$ cat src/rtl/eq_hold_timer.sv
// Hold timer for the checker: counts 0..HOLD-1 while en is high and flags
// the final count so the caller can sample on that edge.
//   clk, rst_n : clock, asynchronous active-low reset
//   clear      : synchronous return to count 0
//   en         : count this cycle
//   expire     : en is high and the count is HOLD-1 (counter wraps to 0)
module eq_hold_timer #(
   parameter int unsigned HOLD = 50
) (
   input  logic clk,
   input  logic rst_n,
   input  logic clear,
   input  logic en,
   output logic expire
);

   // HOLD = 1 still needs a one-bit counter to keep widths legal.
   localparam int unsigned CNT_W = (HOLD > 1) ? $clog2(HOLD) : 1;
   localparam logic [CNT_W-1:0] LAST = CNT_W'(HOLD - 1);

   logic [CNT_W-1:0] cnt_q;

   assign expire = en && (cnt_q == LAST);

   always_ff @(posedge clk or negedge rst_n) begin
      if (!rst_n) begin
         cnt_q <= '0;
      end else if (clear) begin
         cnt_q <= '0;
      end else if (en) begin
         cnt_q <= expire ? '0 : cnt_q + CNT_W'(1);
      end
   end

endmodule

$ cat config.mk
export PLATFORM = sky130hd
export DESIGN_NAME = eq_hold_timer
export DESIGN_NICKNAME = d
export VERILOG_FILES = /design/src/rtl/eq_hold_timer.sv
export SDC_FILE = /design/constraint.sdc
export NUM_CORES = 1
export LEC_CHECK = 0
export ABC_AREA = 1
export CAP_MARGIN = 5
export CORE_MARGIN = 3
export CORE_UTILIZATION = 30
export DETAILED_ROUTE_END_ITERATION = 6
export DONT_BUFFER_PORTS = 1
export GPL_TIMING_DRIVEN = 0
export PLACE_DENSITY = 0.52
export SETUP_SLACK_MARGIN = 0.02
export SLEW_MARGIN = 20
export SYNTH_ARGS = -nofsm -noshare
export SYNTH_HDL_FRONTEND = slang
export SYNTH_SLANG_ARGS = --single-unit
$ cat constraint.sdc
create_clock -name clk -period 1.1 [get_ports clk]
set_input_delay 0.11 -clock clk [delete_from_list [all_inputs] [get_ports clk]]
set_output_delay 0.11 -clock clk [all_outputs]
set_load 0.01 [all_outputs]
==> flow_summary_export.csv, run 1 <==
group,metric,value,unit
run_status,status,"finished, violations left",
run_status,violations,"setup timing",
floorplanning,die_y,42.0,um
synth,syn_area,389,um2
floorplanning,coreArea,1160,um2
global_routing,grt_pass1_vias,327,
layout,mostFrequentLayoutCells,"10 x inv_1, 8 x nand2_1, 6 x dfrtp_1, 5 x nor2_1, 5 x a21oi_1",
routing,vias,335,
critical_path,crit_type,"reg2out",
global_routing,grt_usage,9.57,%
placement,routabilityCongestion,0.697,
power,vdd_drop_max,0.000654,V
clock_network,cts_root_buf,"clkbuf_4",
placement,port-buffer-count,0,
synth,syn_inst,53,
floorplanning,start_util,33.7,%
synth,synth_fp_nets,59,
sta,slew_headroom,82.8,%
floorplanning,pin_count,5,
floorplanning,fp.dieW,42.0,um
critical_path,critPathArrivalTime,1100,ps
routing,ant_nets,0,
synth,yosys_register_bits,6,
placement,place_ws,-44.4,ps
routing,drt_iter0_drc,7,
clock_network,cts_buffers,3,
routing,vias_per_cell,4.53,
floorplanning,placementRows,12,
placement,dp_hpwl,540,um
critical_path,startpoint_type,"flip-flop",
layout,layout_commonest_cell,"inv_1",
clock_network,cts_max_level,1,
layout,syn_to_final_growth,25.4,%
floorplanning,dieArea,1770,um2
global_routing,grt_max_degree,8,
layout,drive_gt1_share,31.7,%
synth,synth_top_area_share,38.6,%
clock_network,cts.sinks,6,
sta,max_freq,0.829,GHz
sta,hold_viol,0,
critical_path,critPathMaxFanout,4,
clock_network,clock_path_buffers,2,
sta,drv_slew,0,
sta,setup_violations,6,
clock_network,clk_pin_slew_worst_paths,40,ps
global_routing,antenna_found_initial,0,
power,power_density,1390,nW/um2
layout,reg_top3,"cnt_q (6)",
layout,fin_nets,68,
sta,fin_skew,0.797,ps
sta,fin_crit,1210,ps
clock_network,tritoncts,"built",
run,drv_cap,0,
critical_path,crit_required,990,ps
sta,rsz0062_at_grt,"yes",
layout,largest_reg_flops,6,
synth,seq_area_frac_synth,38.6,%
routing,drc,0,
layout,antenna_cells,0,
routing,drt_first_pass_iters,2,
sta,tightest_slew,257,ps
sta,fin_crit_sh,110,%
min_path,holdCritPathClass,"in2reg",
synth,synth_cell_types,13,
layout,top_register,"cnt_q",
synth,syn_avg_cell_area,7.34,um2
clock_network,insertion_delay,230,ps
global_routing,grt_overflow_total,0,
global_routing,grt_pass1_wl,1.30,mm
power,total_power,0.000681,W
sta,fin_ws,-106,ps
synth,yosysTopAreaCell,"dfrtp_1",
critical_path,endpoint_kind,"output port",
power,leakagePower,0.237,nW
synth,synth.area.top_cells,"dfrtp_1 39%, inv_1 11%, a21oi_1 9.0%",
routing,post_drt_wl_per_cell,9.85,um
synth,yosysWarningCount,0,
routing,wirelength,729,um
==> synth_stat cells (all sizes together) <==
master  count
inv        12
nand2      11
a21oi       8
nor2        7
dfrtp       6
nand3       6
ha          2
o21ai       1
==> worst max-delay path, stage by stage, from the launching register on <==
cell	delay, ps
dfrtp_1	360
inv_1	60
ha_1	120
nand2_1	50
nor2_1	100
nand2_2	90
inv_2	80
==> logic make-up (layout without fill, tap and decap cells) <==
family | after synthesis | after routing | synth area share (%)
and+or+nand+nor | 24 | 24 | 30.2
buffers and inverters | 12 | 19 | 12.2
AOI/OAI and AO/OA | 9 | 9 | 12.5
DFF | 6 | 6 | 38.6
adders and majority gates | 2 | 2 | 6.43
==> area by class of cell <==
| class | count | area (um2) |
|---|---|---|
| well taps | 14 | 17.5 |
| clock buffers | 3 | 22.5 |
| repair buffers | 4 | 36.3 |
| fillers | 119 | 668 |
| inverters | 12 | 47.5 |
| multi-input cells | 35 | 214 |
| flip-flops and latches | 6 | 150 |
==> routing by layer <==
layer	track usage [%]	wire [um]	share of wire, %
met1	11.5	349	48
met2	14.5	347	48
met3	1.29	18	2.5
met4	8.70	14	1.9
met5	0	0	0
==> where the power goes <==
part | internal [W] | switching [W]
clock network | 0.000122 | 0.0000635
logic | 0.0000961 | 0.000115
registers | 0.000256 | 0.0000279
==> worst paths after layout <==
check | startpoint | endpoint | slack, ps | cells after the start
max | cnt_q[1] | expire | -110 | 6
min | en | cnt_q[1] | 30 | 2
max reg2reg | cnt_q[1] | cnt_q[2] | -90 | 8
min reg2reg | cnt_q[4] | cnt_q[4] | 570 | 2
max in group asynchronous | rst_n | cnt_q[3] | 720 | 1
min in group asynchronous | rst_n | cnt_q[2] | 180 | 1
==> timing repair <==
action | 4_1_cts | 5_1_grt
endpoints found under the hold margin | 6 | 0
buffers inserted | 3 | 0
endpoints found under the setup margin | 7 | 7
gates resized for setup | 6 | 1
pin swaps | 1 | 1
hold buffers | 1 | 0
==> metrics by stage <==
stage / utilization [%] / hold slack [ps] / setup TNS, ps / instances / area (um2)
after global placement: 35.2 / -185 / -312 / 67 / 407
final: 42.2 / 34.9 / -471 / 74 / 488
after floorplan: - / -186 / 0 / 53 / 389
after CTS: 41.9 / 25.4 / -526 / 74 / 484
after detailed placement: 35.2 / -185 / -202 / 67 / 407
after global routing: 42.2 / 42.6 / -1090 / 74 / 488
(Power assumes the default switching activity.)
==> inputs of run 2 (changes only) <==
--- a/config.mk
+++ b/config.mk
@@ -12,7 +12,6 @@
 export DETAILED_ROUTE_END_ITERATION = 6
 export DONT_BUFFER_PORTS = 1
 export GPL_TIMING_DRIVEN = 0
-export PLACE_DENSITY = 0.52
 export SETUP_SLACK_MARGIN = 0.02
 export SLEW_MARGIN = 20
 export SYNTH_ARGS = -nofsm -noshare
==> run 2 against run 1 <==
Against the previous run:
- the flow still finishes with violations (setup timing)
- sequential power increased by 11%
- via count increased by 8.7%
- combinational power increased by 35%
- register-to-register slack got worse by 30 ps
- critical endpoint unchanged
- largest power group unchanged
==> flow_summary_export.csv, run 2 (synthesis results as in run 1) <==
group,metric,value,unit
layout,layout_commonest_cell,"inv_1",
layout,antenna_cells,0,
layout,drive_gt1_share,58.1,%
critical_path,setup.worst_path.start,"cnt_q[1]",
routing,post_drt_wl_per_cell,12.4,um
sta,fin_crit_sh,112,%
sta,drv_slew,0,
clock_network,cts_root_buf,"clkbuf_4",
layout,fin_nets,70,
global_routing,grt_use_met2,14.2,%
global_routing,grt_max_degree,8,
floorplanning,dieArea,1770,um2
critical_path,r2r_cells,7,
routing,wirelength,940,um
critical_path,cp-endpoint,"expire",
critical_path,critPathMaxFanout,3,
floorplanning,fp.dieW,42.0,um
clock_network,cts.sinks,6,
run_status,violations,"setup timing",
run,drv_cap,0,
global_routing,met1_usage,11.6,%
sta,slew_headroom,79.6,%
global_routing,grt_pass1_vias,332,
routing,drc,0,
global_routing,grt_usage,10.0,%
clock_network,insertion_delay,240,ps
layout,n_fill_cell,110,
critical_path,r2r_end,"cnt_q[4]",
floorplanning,coreArea,1160,um2
sta,tightest_slew,306,ps
placement,port-buffer-count,0,
power,total_power,0.000790,W
critical_path,endpoint_kind,"output port",
critical_path,startpoint_type,"flip-flop",
clock_network,tritoncts,"built",
placement,routabilityCongestion,0.794,
layout,utilization,49.6,%
global_routing,grt_pass1_wl,1.29,mm
global_routing,grt.busiest_layer,"met2",
min_path,min_path_cells,2,
critical_path,crit_type,"reg2out",
global_routing,gr-usage-met3,2.15,%
layout,multiInputGateArea,283,um2
critical_path,reg2reg_slack,-120,ps
sta,max_freq,0.809,GHz
power,leakagePower,0.264,nW
layout,mostFrequentLayoutCells,"8 x inv_1, 6 x nand2_1, 5 x nand2_2, 5 x a21oi_2, 5 x dfrtp_1",
floorplanning,placementRows,12,
layout,regArea,151,um2
sta,rsz0062_at_grt,"yes",
routing,vias,364,
placement,dp_hpwl,571,um
critical_path,critPathArrivalTime,1130,ps
floorplanning,pin_count,5,
routing,ant_nets,0,
critical_path,r2r-start,"cnt_q[0]",
layout,final_area,573,um2
clock_network,clock_path_buffers,2,
placement,place_area,407,um2
sta,fin_skew,1.48,ps
min_path,holdCritPathClass,"in2reg",
global_routing,antenna_found_initial,0,
global_routing,grt_overflow_total,0,
floorplanning,die_y,42.0,um
sta,fin_ws,-135,ps
layout,top_register,"cnt_q",
routing,drt_iter0_drc,14,
layout,reg_top3,"cnt_q (6)",
clock_network,cts_max_level,1,
sta,setup_violations,7,
critical_path,crit_required,990,ps
routing,vias_per_cell,4.79,
clock_network,clk_pin_slew_worst_paths,40,ps
layout,largest_reg_flops,6,
sta,hold_viol,0,
layout,syn_to_final_growth,47.3,%
clock_network,cts_buffers,3,
power,vdd_drop_max,0.000726,V
routing,drt_first_pass_iters,4,
floorplanning,start_util,33.7,%
sta,fin_crit,1240,ps
power,power_density,1380,nW/um2
run_status,status,"finished, violations left",
-- run 2: cell types whose count changed in the layout (fill, tap and decap cells not counted), sizes merged --
| cell | previous run | this run |
|---|---|---|
| buf | 3 | 5 |
-- run 2: worst min path at each step --
| stage | slack, ps | end | startpoint |
|---|---|---|---|
| after floorplan | -190 | cnt_q[0] | rst_n |
| after global placement | -190 | cnt_q[5] | rst_n |
| after detailed placement | -190 | cnt_q[5] | rst_n |
| after CTS | 30 | cnt_q[1] | en |
| after global routing | 20 | cnt_q[0] | en |
| final | 20 | cnt_q[0] | en |
-- run 2: timing repair --
item                                    CTS  global route
pin swaps                                 1             4
endpoints found under the setup margin    7             7
hold endpoints to repair                  6             0
resized for setup                         6            19
hold buffers                              1             0
buffers inserted                          5             0
cloned                                    0             0
-- run 2: cell type report --
class	instances	area share, %
Clock buffer	3	3.93
Timing Repair Buffer	6	8.95
Inverter	12	8.30
Multi-Input combinational cell	35	49.3
Tap cell	14	3.06
Sequential cell	6	26.4
-- run 2: through the flow --
step           hold WS [ps]  worst slack [ps]  cells  setup TNS [ps]
3_5_place_dp           -185             -59.4     67            -289
6_report               17.4              -135     76            -727
5_1_grt                22.4              -214     76           -1250
2_1_floorplan          -186              41.0     53               0
4_1_cts                30.1              -116     76            -652
3_3_place_gp           -185             -51.0     67            -265
-- run 2: power by group --
group | total [W] | switching (W) | internal (W) | leakage (nW)
logic | 0.000284 | 0.000141 | 0.000143 | 0.170
registers | 0.000316 | 0.0000566 | 0.000259 | 0.0802
clock network | 0.000190 | 0.0000678 | 0.000123 | 0.0138
total | 0.000790 | 0.000266 | 0.000524 | 0.264
-- run 2: worst max-delay path: stages (launching register included) --
cell and delay, ps:
dfrtp_1 390, inv_2 80, ha_4 120, nand2_2 40, nor2_2 100, nand2_2 80, inv_2 70
-- run 2: routing by layer --
layer / wire length (um) / up-vias
li1: - / 183
met1: 394 / 164
met2: 456 / 11
met3: 44 / 6
met4: 44 / 0
met5: 0 / -
==> inputs of run 3 (changes only) <==
--- a/config.mk
+++ b/config.mk
@@ -7,9 +7,10 @@
 export LEC_CHECK = 0
 export ABC_AREA = 1
 export CAP_MARGIN = 5
-export CORE_MARGIN = 3
-export CORE_UTILIZATION = 30
+export CORE_AREA = 3 3 40 42
+export CTS_CLUSTER_SIZE = 14
 export DETAILED_ROUTE_END_ITERATION = 6
+export DIE_AREA = 0 0 43 45
 export DONT_BUFFER_PORTS = 1
 export GPL_TIMING_DRIVEN = 0
 export SETUP_SLACK_MARGIN = 0.02
==> run 3 against run 2 <==
Against the previous run:
- the run still ends with setup timing left
- first-iteration DRC count down 50%
- largest power group unchanged
- global-route usage down 0.80 points
- worst hold slack better by 23 ps
- setup slack better by 18 ps
- clock power about the same
- cell count up 1.3%
==> flow_summary_export.csv, run 3 (synthesis results as in run 1) <==
group,metric,value,unit
placement,dp_cells,68,
routing,drt_iter0_drc,7,
layout,mostFrequentLayoutCells,"10 x inv_1, 9 x nand2_1, 6 x dfrtp_1, 5 x buf_4",
critical_path,endpoint_kind,"flip-flop",
global_routing,grt_pass1_wl,1.27,mm
sta,max_freq,0.822,GHz
layout,layout_commonest_cell,"inv_1",
power,pwr-share-comb,32.2,%
global_routing,grt_usage,9.22,%
power,vdd_drop_max,0.000727,V
min_path,holdCritPathClass,"in2reg",
layout,regArea,150,um2
clock_network,clk_pin_slew_worst_paths,40,ps
floorplanning,placementRows,13,
layout,multiInputGateArea,209,um2
critical_path,critPathArrivalTime,1380,ps
global_routing,antenna_found_initial,0,
power,leakagePower,0.247,nW
floorplanning,start_util,30.3,%
global_routing,grt_overflow_total,0,
layout,antenna_cells,0,
sta,setup_violations,7,
clock_network,cts_buffers,3,
power,pwr-share-seq,40.9,%
run_status,status,"finished, violations left",
sta,rsz0062_at_grt,"yes",
sta,fin_crit,1220,ps
run,drv_cap,0,
critical_path,max_stage_delay,400,ps
clock_network,cts.sinks,6,
power,switching_share,30.9,%
critical_path,cp_slowest_cell,"dfrtp_1",
placement,port-buffer-count,0,
power,p_sw,0.000219,W
power,power_density,1430,nW/um2
layout,top_register,"cnt_q",
layout,fin_cells,77,
layout,reg_top3,"cnt_q (6)",
sta,tightest_slew,288,ps
floorplanning,fp.dieW,43,um
layout,drive_gt1_share,35.5,%
routing,vias,348,
sta,fin_skew,0.721,ps
routing,vias_per_cell,4.52,
sta,slew_headroom,80.8,%
min_path,min_path_cells,2,
critical_path,crit_required,1260,ps
placement,place_ws,-60.8,ps
power,pwr-share-clk,26.9,%
layout,fin_nets,70,
routing,drc,0,
routing,wirelength,802,um
sta,drv_slew,0,
clock_network,clock_path_buffers,2,
sta,hold_viol,0,
critical_path,startpoint_type,"flip-flop",
global_routing,grt_pass1_vias,345,
run_status,violations,"setup timing",
routing,post_drt_wl_per_cell,10.4,um
critical_path,r2r_cells,7,
clock_network,insertion_delay,240,ps
placement,dp_hpwl,579,um
floorplanning,die_y,45,um
critical_path,crit_chain,"ha_1 -> nand2_1 -> nor2_2 -> nand2_2 -> buf_4 -> nand3_1 -> a21oi_2",
floorplanning,coreArea,1280,um2
placement,routabilityCongestion,0.796,
power,cell_internal_pwr,0.000488,W
clock_network,cts_max_level,1,
routing,ant_nets,0,
sta,fin_crit_sh,111,%
clock_network,cts_root_buf,"clkbuf_4",
critical_path,crit_type,"reg2reg",
layout,syn_to_final_growth,27.3,%
floorplanning,dieArea,1940,um2
clock_network,tritoncts,"built",
routing,drt_first_pass_iters,3,
layout,largest_reg_flops,6,
sta,fin_ws,-117,ps
layout,n_fill_cell,140,
critical_path,critPathMaxFanout,4,
floorplanning,pin_count,5,
global_routing,grt_max_degree,8,
run 3: final timing paths:
| path | startpoint | end | slack (ps) |
|---|---|---|---|
| max in group asynchronous | rst_n | cnt_q[1] | 720 |
| hold reg to reg | cnt_q[4] | cnt_q[4] | 560 |
| setup reg to reg | cnt_q[0] | cnt_q[3] | -120 |
| setup / recovery | cnt_q[0] | cnt_q[3] | -120 |
| min in group asynchronous | rst_n | cnt_q[5] | 180 |
| hold / removal | en | cnt_q[1] | 40 |
run 3: area by class of cell:
| class | instances | area share, % |
|---|---|---|
| Inverter | 12 | 9.60 |
| Multi-Input combinational cell | 35 | 42.2 |
| Timing Repair Buffer | 6 | 9.60 |
| Clock buffer | 3 | 4.55 |
| Sequential cell | 6 | 30.3 |
| Tap cell | 15 | 3.79 |
run 3: repair_timing:
| item | 4_1_cts | 5_1_grt |
|---|---|---|
| hold buffers | 1 | 0 |
| pin swaps | 0 | 0 |
| setup endpoints to repair | 7 | 7 |
| endpoints found under the hold margin | 6 | 0 |
| resized for setup | 5 | 1 |
| setup buffers | 4 | 1 |
| cloned | 0 | 0 |
run 3: power by group through the flow:
stage	clock (W)	sequential (W)	combinational, W
floorplan	0	0.000289	0.0000964
global placement	0	0.000297	0.000113
detailed placement	0	0.000299	0.000117
CTS	0.000203	0.000288	0.000196
global route	0.000215	0.000293	0.000251
finish	0.000190	0.000289	0.000228
run 3: layer usage:
metal	vias to the layer above	global-route usage [%]	share of wire, %
met4	0	9.04	1.9
met1	159	9.58	44
li1	181	-	-
met5	-	0	0
met3	2	1.20	3.6
met2	6	15.9	50
run 3: per-stage QoR:
stage | hold slack [ps] | cell area, um2 | TNS (ps) | power [W] | util, %
after CTS | 31.7 | 485 | -696 | 0.000687 | 37.8
after detailed placement | -185 | 408 | -278 | 0.000415 | 31.7
after floorplan | -186 | 389 | 0 | 0.000386 | -
final | 40.0 | 495 | -754 | 0.000707 | 38.6
after global placement | -185 | 408 | -186 | 0.000409 | 31.7
after global routing | 38.9 | 495 | -1360 | 0.000759 | 38.6
run 3: critical path: cells and delay by family, from the launching register on:
family / cells / cell delay (ps)
and+or+nand+nor: 4 / 270
buffers and inverters: 1 / 120
adders and majority gates: 1 / 210
AOI/OAI and AO/OA: 1 / 140
DFF: 1 / 400
